`config.mk`:
```
export PLATFORM = sky130hd
export DESIGN_NAME = fifo_rd_adapter_flat
export DESIGN_NICKNAME = d
export VERILOG_FILES = /design/src/rtl/fifo_rd_adapter_if.sv /design/src/rtl/fifo_rd_adapter.sv /design/src/flat_wrapper.sv
export SDC_FILE = /design/constraint.sdc
export NUM_CORES = 1
export LEC_CHECK = 0
export CELL_PAD_IN_SITES_DETAIL_PLACEMENT = 0
export CELL_PAD_IN_SITES_GLOBAL_PLACEMENT = 2
export CORE_MARGIN = 3
export CORE_UTILIZATION = 31
export DETAILED_ROUTE_END_ITERATION = 12
export PLACE_DENSITY = 0.78
export SYNTH_ARGS = -nofsm -noshare
export SYNTH_HDL_FRONTEND = slang
export SYNTH_SLANG_ARGS = --single-unit
export TNS_END_PERCENT = 50
```
`constraint.sdc`:
```
create_clock -name clk -period 1.8 [get_ports clk]
set_input_delay 0.54 -clock clk [delete_from_list [all_inputs] [get_ports clk]]
set_output_delay 0.54 -clock clk [all_outputs]
set_load 0.03 [all_outputs]
```
`src/rtl/fifo_rd_adapter_if.sv`:
```
// rtl/fifo_rd_adapter_if.sv - FIFO read port and output stream bundle for fifo_rd_adapter
interface fifo_rd_adapter_if #(
  parameter int DATA_WIDTH = 8
);
  logic                  fifo_empty;
  logic [DATA_WIDTH-1:0] fifo_rd_data;
  logic                  fifo_rd_en;
  logic                  m_valid;
  logic                  m_ready;
  logic [DATA_WIDTH-1:0] m_data;

  modport master (
    input  fifo_empty,
    input  fifo_rd_data,
    input  m_ready,
    output fifo_rd_en,
    output m_valid,
    output m_data
  );

  modport slave (
    output fifo_empty,
    output fifo_rd_data,
    output m_ready,
    input  fifo_rd_en,
    input  m_valid,
    input  m_data
  );
endinterface

```
`src/rtl/fifo_rd_adapter.sv`:
```
// rtl/fifo_rd_adapter.sv - absorbs registered-read FIFO latency in a 2-entry buffer, presents valid/ready
module fifo_rd_adapter #(
  parameter int DATA_WIDTH = 8,
  parameter int CNT_WIDTH  = 16
) (
  input  logic                 clk,
  input  logic                 rst_n,
  fifo_rd_adapter_if.master    bus,
  input  logic                 flush,
  output logic [1:0]           level,
  output logic [CNT_WIDTH-1:0] xfer_cnt
);

  logic [DATA_WIDTH-1:0] buf_q [2];
  logic [DATA_WIDTH-1:0] buf_d [2];
  logic [1:0]            count_q;
  logic [1:0]            count_d;
  logic [1:0]            used;
  logic                  inflight_q;
  logic                  valid_q;
  logic                  pop;
  logic                  rd_en;
  logic                  wr_slot;
  logic [CNT_WIDTH-1:0]  xfer_q;

  assign pop  = valid_q & bus.m_ready;
  assign used = count_q + {1'b0, inflight_q};

  // Credit rule: a read is only issued when its returning word is guaranteed a slot.
  always_comb begin
    rd_en = 1'b0;
    if (rst_n && !flush && !bus.fifo_empty) begin
      rd_en = (used < 2'd2) || ((used == 2'd2) && pop);
    end
  end

  assign bus.fifo_rd_en = rd_en;

  // Returning word lands at slot count - pop, i.e. after the same-cycle shift.
  assign wr_slot = (count_q == 2'd2) || ((count_q == 2'd1) && !pop);
  assign count_d = count_q + {1'b0, inflight_q} - {1'b0, pop};

  always_comb begin
    buf_d[0] = buf_q[0];
    buf_d[1] = buf_q[1];
    if (pop) begin
      buf_d[0] = buf_q[1];
    end
    if (inflight_q && !flush) begin
      buf_d[wr_slot] = bus.fifo_rd_data;
    end
  end

  always_ff @(posedge clk or negedge rst_n) begin
    if (!rst_n) begin
      buf_q[0]   <= '0;
      buf_q[1]   <= '0;
      count_q    <= 2'd0;
      inflight_q <= 1'b0;
      valid_q    <= 1'b0;
      xfer_q     <= '0;
    end else begin
      buf_q[0] <= buf_d[0];
      buf_q[1] <= buf_d[1];
      if (flush) begin
        count_q    <= 2'd0;
        inflight_q <= 1'b0;
        valid_q    <= 1'b0;
        xfer_q     <= '0;
      end else begin
        count_q    <= count_d;
        inflight_q <= rd_en;
        valid_q    <= (count_d != 2'd0);
        if (pop) begin
          xfer_q <= xfer_q + CNT_WIDTH'(1);
        end
      end
    end
  end

  assign bus.m_valid = valid_q;
  assign bus.m_data  = buf_q[0];
  assign level       = count_q;
  assign xfer_cnt    = xfer_q;

endmodule

```
`src/flat_wrapper.sv`:
```
// flat-port wrapper written by rule: the top's interface ports become plain ports
module fifo_rd_adapter_flat 
#(
  parameter int DATA_WIDTH = 8,
  parameter int CNT_WIDTH  = 16
)
  (clk, rst_n, flush, level, xfer_cnt, bus_fifo_empty, bus_fifo_rd_data, bus_m_ready, bus_fifo_rd_en, bus_m_valid, bus_m_data);
  fifo_rd_adapter_if #(.DATA_WIDTH(DATA_WIDTH)) bus_i ();
  input  logic clk;
  input  logic rst_n;
  input  logic flush;
  output logic [1:0] level;
  output logic [CNT_WIDTH-1:0] xfer_cnt;
  input wire logic [$bits(bus_i.fifo_empty)-1:0] bus_fifo_empty;
  input wire logic [$bits(bus_i.fifo_rd_data)-1:0] bus_fifo_rd_data;
  input wire logic [$bits(bus_i.m_ready)-1:0] bus_m_ready;
  output wire logic [$bits(bus_i.fifo_rd_en)-1:0] bus_fifo_rd_en;
  output wire logic [$bits(bus_i.m_valid)-1:0] bus_m_valid;
  output wire logic [$bits(bus_i.m_data)-1:0] bus_m_data;
  assign bus_i.fifo_empty = bus_fifo_empty;
  assign bus_i.fifo_rd_data = bus_fifo_rd_data;
  assign bus_i.m_ready = bus_m_ready;
  assign bus_fifo_rd_en = bus_i.fifo_rd_en;
  assign bus_m_valid = bus_i.m_valid;
  assign bus_m_data = bus_i.m_data;
  fifo_rd_adapter #(.DATA_WIDTH(DATA_WIDTH), .CNT_WIDTH(CNT_WIDTH)) u_core (.clk(clk), .rst_n(rst_n), .bus(bus_i), .flush(flush), .level(level), .xfer_cnt(xfer_cnt));
endmodule
```
# --- After elaboration in Yosys (flattened, before gate mapping) ---
# Index checks and enable logic that the tools add are counted.
classes:
  addsub: 3
  order_cmp: 3
  n_eq_ne: 3
  n_mux: 11
  n_bitwise: 2
  reduce_logical: 13
ops:
  columns: ["cell", "count"]
  rows:
  - ["$mux 16", 3]
  - ["$add 16x1->16 const B", 1]
  - ["$bwmux 16", 1]
  - ["$mux 8", 2]
  - ["$demux 8 s1", 1]
  - ["$logic_and 1x1->1", 6]
  - ["$eq 2x2->1 const B", 2]
  - ["$reduce_bool 2->1", 2]
  - ["$logic_not 1->1", 3]
  - ["$mux 1", 3]
  - ["$add 2x1->2", 1]
  - ["$eq 2x1->1 const B", 1]
  - ["$ge 2x2->1 const B", 1]
  - ["$logic_or 1x1->1", 2]
  - ["$lt 2x1->1 const B", 1]
  - ["$lt 2x2->1 const B", 1]
  - ["$mux 2", 1]
  - ["$not 1->2", 1]
  - ["$sub 2x1->2", 1]
  - ["$and 1x1->1", 1]
word_totals:
  regBits: 36
  in_bits: 13
  out_inout_bits: 28
  elab_cells: 41

# --- Depth between registers and ports, before layout ---
# Gate-level depths: netlist (run 1).
depth:
  depth_word: 11
  mapped_depth: 6
  mapped_depth_nobuf: 5

# --- Worst setup path after synthesis (run 1) ---
# OpenSTA, ideal clock, no wires.
synth_timing:
  path_type: "reg2out"
  from: "register u_core.count_q[0], in the netlist u_core.level[0]"
  to: "output bus_fifo_rd_en"
  arrival_ps: 1372
  t_required_ps: 1260
  setup_slack_ps: -112
  stages_incl_launch_ff: 4
  path_cell_list: "dfrtp_1 -> ha_1 -> o21ai_0 -> and3_1"
synth_via:
  elab_chain_len: 5
  word_cells_on_any_way: 6
  cone_classes: "add/sub (1); order compare (1); eq/ne (1); mux (1); reduce/logical (2)"
synth_rtl:
  columns: ["item", "line_no", "source"]
  rows:
  - ["from (decl)", "fifo_rd_adapter.sv:16", "logic [1:0] count_q;"]
  - ["from (signal assigned)", "fifo_rd_adapter.sv:71", "count_q <= count_d;"]
  - ["$add 2x1->2 *", "fifo_rd_adapter.sv:27", "assign used = count_q + {1'b0, inflight_q};"]
  - ["$eq 2x2->1", "fifo_rd_adapter.sv:33", "rd_en = (used < 2'd2) || ((used == 2'd2) && pop);"]
  - ["$logic_and 1x1->1", "fifo_rd_adapter.sv:33", null]
  - ["$logic_or 1x1->1 *", "fifo_rd_adapter.sv:33", null]
  - ["$mux 1 *", "fifo_rd_adapter.sv:32", "if (rst_n && !flush && !bus.fifo_empty) begin"]
  - ["to (decl)", "flat_wrapper.sv:17", "output wire logic [$bits(bus_i.fifo_rd_en)-1:0] bus_fifo_rd_en;"]
# Mark *: on every way between the ends. The rest lies on a longest branch, timed or not.

# --- Worst setup path in the final report (run 1) ---
# Ends and elaborated chain as after synthesis.

==> flow_metrics.env, run 1 <==
export IMPL_hold_viol=0
export IMPL_worstMarginPinSlew_ps=466
export IMPL_cp_required_ps=1260
export IMPL_yosysUniqueCellTypes=31
export IMPL_power_leakage_uw=0.00115
export IMPL_synth_top_area_cell="dfrtp_1"
export IMPL_p_per_area_nw_per_um2=1060
export IMPL_worst_r2r_cell_count=5
export IMPL_grt_overflow_total=0
export IMPL_netlist_area_sq_um=1730
export IMPL_wl_per_cell_um=13.0
export IMPL_slew_viol_final=0
export IMPL_fillers=519
export IMPL_yosys_register_bits=36
export IMPL_grt_pass1_vias=1473
export IMPL_period_share_pct=108
export IMPL_area_delta_synth_final_pct=40.6
export IMPL_clock_fmax_mhz=515
export IMPL_first_iter_violations=43
export IMPL_vdd_drop_max_v=0.000758
export IMPL_ys_flop_type="dfrtp_1"
export IMPL_ant_nets=0
export IMPL_grt_max_degree=38
export IMPL_core_area_sq_um=5270
export IMPL_final_util_pct=46.3
export IMPL_fin_ws_ps=-141
export IMPL_cts_root_buf="clkbuf_8"
export IMPL_yosys_cell_count_top_type="dfrtp_1"
export IMPL_rsz0062_at_grt="true"
export IMPL_status="finished with violations"
export IMPL_num_io_pins=41
export IMPL_io_buffer_count=40
export IMPL_drive_above_1_share_pct=24.3
export IMPL_min_delay_path_class="in -> async"
export IMPL_clk_pin_slew_worst_paths_ps=80
export IMPL_grt_usage_pct=13.4
export IMPL_crit_fanout=2
export IMPL_yosys_warnings=0
export IMPL_min_period_ps=1940
export IMPL_syn_area_per_cell_sq_um=10.6
export IMPL_nets=241
export IMPL_synth_edf_count=0
export IMPL_dr_pass1_iters=4
export IMPL_critPathLaunchType="flip-flop"
export IMPL_slew_headroom_pct=69.0
export IMPL_whs_ps=319
export IMPL_cp_end_kind="primary output"
export IMPL_die_w_um=80.8
export IMPL_finalSetupViolations=1
export IMPL_worstSkewPairLatency_ps=290
export IMPL_initial_core_util_pct=32.9
export IMPL_htreeDepth=2
export IMPL_die_h_um=80.8
export IMPL_cts_tree="built"
export IMPL_synth_cells=164
export IMPL_cts_buffers=5
export IMPL_gpl_final_weighted_congestion=0.802
export IMPL_rows=26
export IMPL_hpwl_um=2880
export IMPL_num_antenna_cells=0
export IMPL_synth_common_cells="dfrtp_1 (36), nand2_1 (18), nor2_1 (15)"
export IMPL_arrival_ps=1400
export IMPL_syn_nets=180
export IMPL_holdBufCountCts=0
export IMPL_synthArstFlopShare_pct=100
export IMPL_violations="negative setup slack"
export IMPL_synth_top_area_share_pct=51.9
export IMPL_synth_sequential_area_ratio_pct=51.9
export IMPL_dieArea_sq_um=6530
export IMPL_viasPerCell=4.60
export IMPL_wl_um=3860
export IMPL_num_vias=1362
export IMPL_crit_type="reg -> out"
export IMPL_cts_sinks=36
export IMPL_grt_pass1_wl_um=6630
export IMPL_grt_antenna_before_repair=0
export IMPL_synth_area_leaders="dfrtp_1 (52%), mux2_2 (5.2%), xnor2_1 (5.1%), mux2i_1 (4.6%), nand2_1 (3.9%)"
export IMPL_drcViolationCount=0
export IMPL_cap_violations=0
export IMPL_clock_path_buffers=2
export IMPL_clock_skew_ps=9.13
-- placed cells by master (no fill, tap or decap), drive strengths merged, types with 2 or more instances in the layout --
master	count
ha	3
mux2	8
o21ai	12
nand4	6
and3	2
nor4	4
or3	2
nand3	3
clkdlybuf4s50	9
a21oi	8
xnor2	10
nand2	18
clkinv	2
nor3	4
nor2	16
dfrtp	36
mux2i	8
inv	3
buf	28
clkbuf	6
xor2	3
dlygate4sd2	29
-- cell families after synthesis --
group / synth area share [%]
buffers and inverters: 5.05
muxes: 9.81
adders and majority gates: 2.16
and+or+nand+nor: 18.0
AOI/OAI and AO/OA: 6.49
DFF: 51.9
xor gates and xnor gates: 6.57
-- routing by layer --
metal	share of wire [%]	vias to the layer above	track usage, %
met2	50	38	24.5
met4	0.88	0	4.56
met3	5.2	4	4.32
met1	44	639	14.5
met5	0	-	0
li1	-	681	-
-- worst paths after layout --
| kind | end | from | slack [ps] |
|---|---|---|---|
| worst max-delay path | bus_fifo_rd_en | u_core.level[0]$_DFF_PN0_ | -140 |
| worst min-delay path | u_core.xfer_cnt[7]$_DFFE_PN0P_ | rst_n | 320 |
| worst max register to register | u_core.xfer_cnt[15]$_DFFE_PN0P_ | u_core.xfer_cnt[3]$_DFFE_PN0P_ | 220 |
| worst min register to register | flip-flop | flip-flop | 510 |
| max in group asynchronous | u_core.level[0]$_DFF_PN0_ | rst_n | 1120 |
| min in group clk | flip-flop | flip-flop | 510 |
-- critical path: stages (launching register included) --
cell,delay (ps)
dfrtp_2,420
ha_4,160
xor2_2,140
o21ai_2,70
and3_4,190
buf_6,120
-- through the flow --
stage | power, uW | area [sq um] | setup TNS (ps) | setup WS [ps] | cells
2_1_floorplan | 1720 | 1740 | 0 | 13.4 | 164
3_3_place_gp | 2010 | 2340 | -8560 | -448 | 286
3_5_place_dp | 2040 | 2340 | -7940 | -477 | 286
4_1_cts | 2630 | 2440 | -151 | -151 | 296
5_1_grt | 2760 | 2440 | -202 | -202 | 296
6_report | 2580 | 2440 | -141 | -141 | 296
-- layout make-up --
type | instances | area [sq um] | share of cell area (%)
clock buffer | 6 | 82.6 | 3.39
clock inverter | 2 | 10.0 | 0.410
inverter | 3 | 11.3 | 0.462
multi-input combinational | 113 | 777 | 31.9
sequential | 36 | 902 | 37.0
tap | 70 | 87.6 | 3.59
timing repair buffer | 66 | 568 | 23.3
-- power breakdown --
| part | internal (uW) | leakage (uW) | switching [uW] |
|---|---|---|---|
| Sequential | 1000 | 0.000484 | 119 |
| Clock | 305 | 0.0000510 | 288 |
| Combinational | 392 | 0.000615 | 469 |
| Total | 1700 | 0.00115 | 876 |
-- timing repair --
item                       CTS  global route
setup buffers                2             0
pin swaps                    4             0
setup endpoints to repair   36             1
resized for setup           35             0
hold endpoints to repair     0             0
No activity file was read; power rests on OpenSTA's default activity.
==> inputs of run 2 (changes only) <==
Settings changed: TNS_END_PERCENT 50 to default.
==> results of run 2 <==
Same layout as run 1: the final DEF is identical, and so are final timing and power.
==> inputs of run 3 (changes only) <==
Settings changed: CAP_MARGIN from default to 10.
==> results of run 3 <==
Same layout as run 1: the final DEF is identical, and so are final timing and power.
==> edit 1 (config.mk and constraints of run 2) <==
`DATA_WIDTH` is set to 8 in 3 places; all go to 6.
--- a/src/rtl/fifo_rd_adapter_if.sv
+++ b/src/rtl/fifo_rd_adapter_if.sv
@@ -1,6 +1,6 @@
 // rtl/fifo_rd_adapter_if.sv - FIFO read port and output stream bundle for fifo_rd_adapter
 interface fifo_rd_adapter_if #(
-  parameter int DATA_WIDTH = 8
+  parameter int DATA_WIDTH = 6
 );
   logic                  fifo_empty;
   logic [DATA_WIDTH-1:0] fifo_rd_data;
--- a/src/rtl/fifo_rd_adapter.sv
+++ b/src/rtl/fifo_rd_adapter.sv
@@ -1,6 +1,6 @@
 // rtl/fifo_rd_adapter.sv - absorbs registered-read FIFO latency in a 2-entry buffer, presents valid/ready
 module fifo_rd_adapter #(
-  parameter int DATA_WIDTH = 8,
+  parameter int DATA_WIDTH = 6,
   parameter int CNT_WIDTH  = 16
 ) (
   input  logic                 clk,
--- a/src/flat_wrapper.sv
+++ b/src/flat_wrapper.sv
@@ -1,7 +1,7 @@
 // flat-port wrapper written by rule: the top's interface ports become plain ports
 module fifo_rd_adapter_flat 
 #(
-  parameter int DATA_WIDTH = 8,
+  parameter int DATA_WIDTH = 6,
   parameter int CNT_WIDTH  = 16
 )
   (clk, rst_n, flush, level, xfer_cnt, bus_fifo_empty, bus_fifo_rd_data, bus_m_ready, bus_fifo_rd_en, bus_m_valid, bus_m_data);
Interface: changed (resized bus_fifo_rd_data and bus_m_data); port bits go from 41 to 37. The function was not compared with the original's and may differ.
==> edit 1 against run 2 <==
  * The run still ends with negative setup slack left
  * Cell area fell by 9.4%
  * Setup slack worse by 0.029 ns
  * Final cell count down 6.8%
  * Non-clock buffer count decreased by 9
  * Synthesized cell count down 4.9%
  * Combinational power is 13% lower
  * Synthesized area is 9.7% lower
  * Critical path depth down 1
  * First-iteration DRC count shrank 9.3%
  * Sequential cell count shrank 4
  * Clock power down 4.4%
  * Power fell by 11%
  * Die area shrank 9.0%
  * Routed wire length is 5.7% lower
==> edit 1: results (changes against run 2) <==
stage	metric	value	unit	change
detailed_routing	drt-wirelength-per-cell	13.2	um	+1.2%
timing	finalSetupViolCount	1		unchanged
setup_path	crit_slowest_cell	clkdlybuf4s50_1		
logic_synthesis	synth_xor_area_share	7.83	%	+1.3 points
global_route	use_met1	17.6	%	+3.1 points
placement	gp_congestion	0.753		-6.1%
setup_path	regToRegEndpoint	u_core.bus.m_data[2]$_DFF_PN0_		
logic_synthesis	syn-num-nets	170		-5.6%
setup_path	ff2ff_path_depth	8		+3
detailed_routing	vias_per_cell	4.61		about the same
global_route	grt_max_degree	34		-11%
placement	portBuffers	36		-10%
cells_and_area	fill_cells	485		-6.6%
logic_synthesis	ys_seq_area_share	51.1	%	-0.83 points
placement	placed_area	2080	um2	-11%
logic_synthesis	yosys-top-cells-count	32 x dfrtp_1, 23 x nor2_1, 18 x nand2_1, 8 x xor2_1		
global_route	grt_pass1_wl	6350	um	-4.3%
outcome	violations	negative setup slack		
setup_path	crit_path_max_incr_delay	0.45	ns	+0.03 ns
placement	pre_cts_ws	-0.422	ns	+0.0552 ns
logic_synthesis	ys_types	30		-3.2%
outcome	status	complete, but fails checks		
setup_path	startpoint	flush		
detailed_routing	drtIter0Drc	39		-9.3%
logic_synthesis	synth_compound_area_share	5.59	%	-0.90 points
global_route	grt_use_met2	20.9	%	-3.6 points
cells_and_area	final_nets	222		-7.9%
logic_synthesis	syn_avg_cell_area	10.0	um2	-5.0%
cells_and_area	finalNonFillerCells	276		-6.8%
global_route	track_usage	13.4	%	about the same
placement	place_inst	267		-6.6%
power_and_ir_drop	max-vdd-ir-drop	0.000407	V	-46%
cells_and_area	drive_above_1_share	21.5	%	-2.8 points
timing	relSlewSlack	71.6	%	+2.6 points
global_route	grtUsageMet3	3.29	%	-1.0 points
cts	cts_buffer_depth	2		unchanged
setup_path	r2r-start	u_core.bus.m_valid$_DFF_PN0_		
timing	hold_slack	0.507	ns	+0.187 ns
setup_path	regToRegSetupSlack	0.18	ns	-0.04 ns
global_route	grt_pass1_vias	1305		-11%
logic_synthesis	synth_adder_area_share	2.40	%	+0.23 points
hold_path	hp-class	register to register		
timing	worst_slack	-0.170	ns	-0.0290 ns
logic_synthesis	synth_area_leaders	dfrtp_1 51%, nor2_1 5.5%, mux2_2 5.0%		
placement	dp_hpwl	2620	um	-9.0%
logic_synthesis	muxShareOfSynthArea	5.03	%	-4.8 points
timing	setup_tns	-0.170	ns	-0.0290 ns
==> edit 1: cell count changes after synthesis, sizes merged, moves of 4 or more <==
cell	change
a21oi	-4
nor2	+7
o21ai	-9
a31oi	+6
xor2	+5
dfrtp	-4
mux2i	-8
xnor2	-4
==> edit 1: timing repair <==
| item | 4_1_cts | 5_1_grt |
|---|---|---|
| hold buffers | 0 | 0 |
| pin swaps | 0 | 3 |
| endpoints found under the setup margin | 41 | 1 |
| resized for setup | 32 | 5 |
| setup buffers | 1 | 0 |
==> edit 1: where the power goes <==
group	switching [mW]	internal, mW
combinational	0.419	0.329
clock	0.255	0.312
sequential	0.107	0.882
==> edit 1: cells by family after synthesis <==
group | count (synthesis)
multiplexers | 7
AND/OR/NAND/NOR | 69
buffers and inverters | 16
AO/OA/AOI/OAI | 15
adder cells (fa/ha/maj) | 3
flip-flops | 32
XOR/XNOR | 14
==> edit 1: routing by layer <==
metal,vias to the layer above,share of wire [%]
li1,634,-
met1,608,48
met2,22,47
met3,7,3.9
met4,0,1.6
met5,-,0
==> edit 1: worst max-delay path: cells and delay by family <==
| kind | cells | cell delay, ns |
|---|---|---|
| buffers and inverters | 2 | 0.57 |
| and+or+nand+nor | 2 | 0.32 |
==> edit 1: final cells by class <==
cell class | count | area [um2] | area share, %
repair buffers | 57 | 489 | 22.2
inverters | 4 | 15.0 | 0.680
multi-input cells | 108 | 728 | 33.0
well taps | 67 | 83.8 | 3.80
clock buffers | 8 | 90.1 | 4.08
flip-flops and latches | 32 | 802 | 36.3
==> edit 2 (flow settings as in run 2) <==
Without the edit above. Put one more register stage on the output `xfer_cnt`, cleared by the reset. The value now appears one clock later. The other outputs are not delayed to match.
--- a/src/rtl/fifo_rd_adapter.sv
+++ b/src/rtl/fifo_rd_adapter.sv
@@ -81,7 +81,13 @@
   assign bus.m_valid = valid_q;
   assign bus.m_data  = buf_q[0];
   assign level       = count_q;
-  assign xfer_cnt    = xfer_q;
+  always_ff @(posedge clk or negedge rst_n) begin
+    if (!rst_n) begin
+      xfer_cnt <= '0;
+    end else begin
+      xfer_cnt <= xfer_q;
+    end
+  end
 
 endmodule
 
Check against the original RTL: not equivalent (a bounded check fails within 4 cycles, from zero or initial values and one cycle with rst_n low).
==> edit 2 against run 2 <==
  * The flow still finishes with violations (negative setup slack)
  * Synthesized area up 25%
  * Core utilization down 3.0 points
  * Synthesized cell count up 12%
  * Cell area up 17%
  * Routed wire length up 6.0%
  * Critical path depth unchanged
  * Power up 16%
  * Sequential cell count up 16
  * Setup slack worse by 0.026 ns
  * Critical path type unchanged
==> edit 2: results (changes against run 2) <==
stage	metric	value	unit	change
logic_synthesis	yosysWarningCount	0		unchanged
setup_path	path_max_fanout	2		unchanged
global_route	grt_overflow	0		unchanged
setup_path	regToRegSetupSlack	0.21	ns	
logic_synthesis	synth_area_leaders	dfrtp_1 60%, mux2_2 4.2%, mux2i_1 3.7%		
detailed_routing	dr.pass1.iters	4		unchanged
detailed_routing	drtAntennaViolNets	0		unchanged
setup_path	crit_slowest_cell	dfrtp_2		
setup_path	crit_path_max_incr_delay	0.43	ns	
detailed_routing	drtIter0Drc	51		+19%
setup_path	path_delay_family	flip-flops		
logic_synthesis	ys_types	33		+6.5%
timing	finalSetupViolCount	1		unchanged
cts	clock_latency	0.30	ns	
power_and_ir_drop	p_leak	1.36	nW	+18%
logic_synthesis	ys_seq_area_share	60.2	%	+8.2 points
placement	gp_congestion	0.745		-7.0%
cts	cts_root_buf	clkbuf_8		
logic_synthesis	ys.flop_type	dfrtp_1		
global_route	grt_max_degree	35		-7.9%
detailed_routing	vias_per_cell	4.40		-4.3%
timing	fin_skew	0.00761	ns	-0.00152 ns
cts	cts_buffer_depth	2		unchanged
setup_path	arrival	1.43	ns	+0.03 ns
cts	cts_buffers	5		unchanged
cells_and_area	drive_above_1_share	21.8	%	-2.5 points
timing	hold_slack	0.207	ns	-0.112 ns
setup_path	ff2ff_path_depth	6		+1
cts	cts_max_level	2		unchanged
cells_and_area	antenna_cells	0		unchanged
hold_path	hp-class	input port to async pin		
outcome	status	complete, but fails checks		
global_route	grt_pass1_vias	1524		+3.5%
timing	worstMarginPinSlew	0.416	ns	-0.0493 ns
global_route	antenna_found_initial	0		unchanged
logic_synthesis	yosys-top-cells-count	52 x dfrtp_1, 17 x nor2_1, 15 x nand2_1, 11 x o21ai_0, 9 x buf_4		
cells_and_area	fill_cells	648		+25%
global_route	track_usage	11.8	%	-1.6 points
timing	hold_violations	0		unchanged
placement	dp_hpwl	2990	um	+3.7%
detailed_routing	drt-wirelength-per-cell	12.4	um	-5.2%
power_and_ir_drop	max-vdd-ir-drop	0.000392	V	-48%
cts	clk_pin_slew	0.09	ns	
cells_and_area	final_nets	253		+5.0%
logic_synthesis	syn-num-nets	200		+11%
placement	portBuffers	40		unchanged
outcome	violations	negative setup slack		
logic_synthesis	async_reset_ff_share	100	%	unchanged
timing	worst_slack	-0.167	ns	-0.0262 ns
global_route	grt_pass1_wl	7170	um	+8.1%
setup_path	r2r-start	u_core.level[0]$_DFF_PN0_		
## edit 2: changes by cell type in the layout (fill, tap and decap cells not counted), moves of 3 or more
cell / run 2 / this run
buf_4: 25 / 17
dfrtp_1: 35 / 51
nand2_1: 17 / 14
nor3_1: 4 / 1
nor4_1: 4 / 1
xnor2_1: 10 / 5
xor2_1: 2 / 6
## edit 2: report_power, final
part	leakage (nW)	internal (mW)	switching (mW)	total, mW
registers	0.707	1.37	0.125	1.49
clock network	0.0404	0.276	0.384	0.660
logic	0.611	0.379	0.456	0.835
## edit 2: kinds of logic after synthesis
kind of cell    share of synthesized area [%]
compound gates                           5.96
mux                                      8.56
simple gates                             14.1
xor+xnor                                 4.86
flops                                    60.2
buf+inv                                  4.63
fa+ha+maj                                1.74
## edit 2: layout make-up
type	count	area [um2]	share of cell area [%]
Inverter	4	15.0	0.528
Tap cell	93	116	4.09
Multi-Input combinational cell	115	793	27.9
Sequential cell	52	1300	45.8
Timing Repair Buffer	59	524	18.4
Clock buffer	5	68.8	2.42
Clock inverter	3	23.8	0.836
## edit 2: stage by stage
stage / instance area (um2) / instances / setup WS [ns] / TNS, ns / power [mW]
after global routing: 2840 / 331 / -0.229 / -0.229 / 3.18
after global placement: 2750 / 322 / -0.361 / -6.80 / 2.39
after CTS: 2850 / 331 / -0.186 / -0.186 / 3.04
after floorplan: 2170 / 184 / 0.0162 / 0 / 2.10
after detailed placement: 2750 / 322 / -0.427 / -7.67 / 2.41
final: 2840 / 331 / -0.167 / -0.167 / 2.99
## edit 2: worst max path at each step
stage / from / to / cells after the start
floorplan: u_core.level[0]$_DFF_PN0_ / bus_fifo_rd_en / 3
global placement: bus_m_ready / bus_fifo_rd_en / 5
detailed placement: bus_m_ready / bus_fifo_rd_en / 5
CTS: u_core.level[0]$_DFF_PN0_ / bus_fifo_rd_en / 5
global route: u_core.level[0]$_DFF_PN0_ / bus_fifo_rd_en / 5
finish: u_core.level[0]$_DFF_PN0_ / bus_fifo_rd_en / 5
## edit 2: worst register-to-register path, stage by stage, from the launching register on
cell	delay, ns
dfrtp_2	0.43
buf_4	0.16
and2b_1	0.21
a21oi_1	0.05
nor2_2	0.16
buf_12	0.14
mux2_2	0.33
## edit 2: repair_timing
action / CTS / global route
setup buffers: 1 / 0
resized for setup: 36 / 2
pin swaps: 3 / 0
endpoints found under the setup margin: 30 / 2
## edit 2: layer usage
layer,share of wire (%),GRT usage (%),vias to the layer above,wire length [um]
li1,-,-,724,-
met1,49,16.2,701,2010
met2,46,18.2,27,1890
met3,3.0,2.12,5,124
met4,1.7,4.87,0,70
met5,0,0,-,0
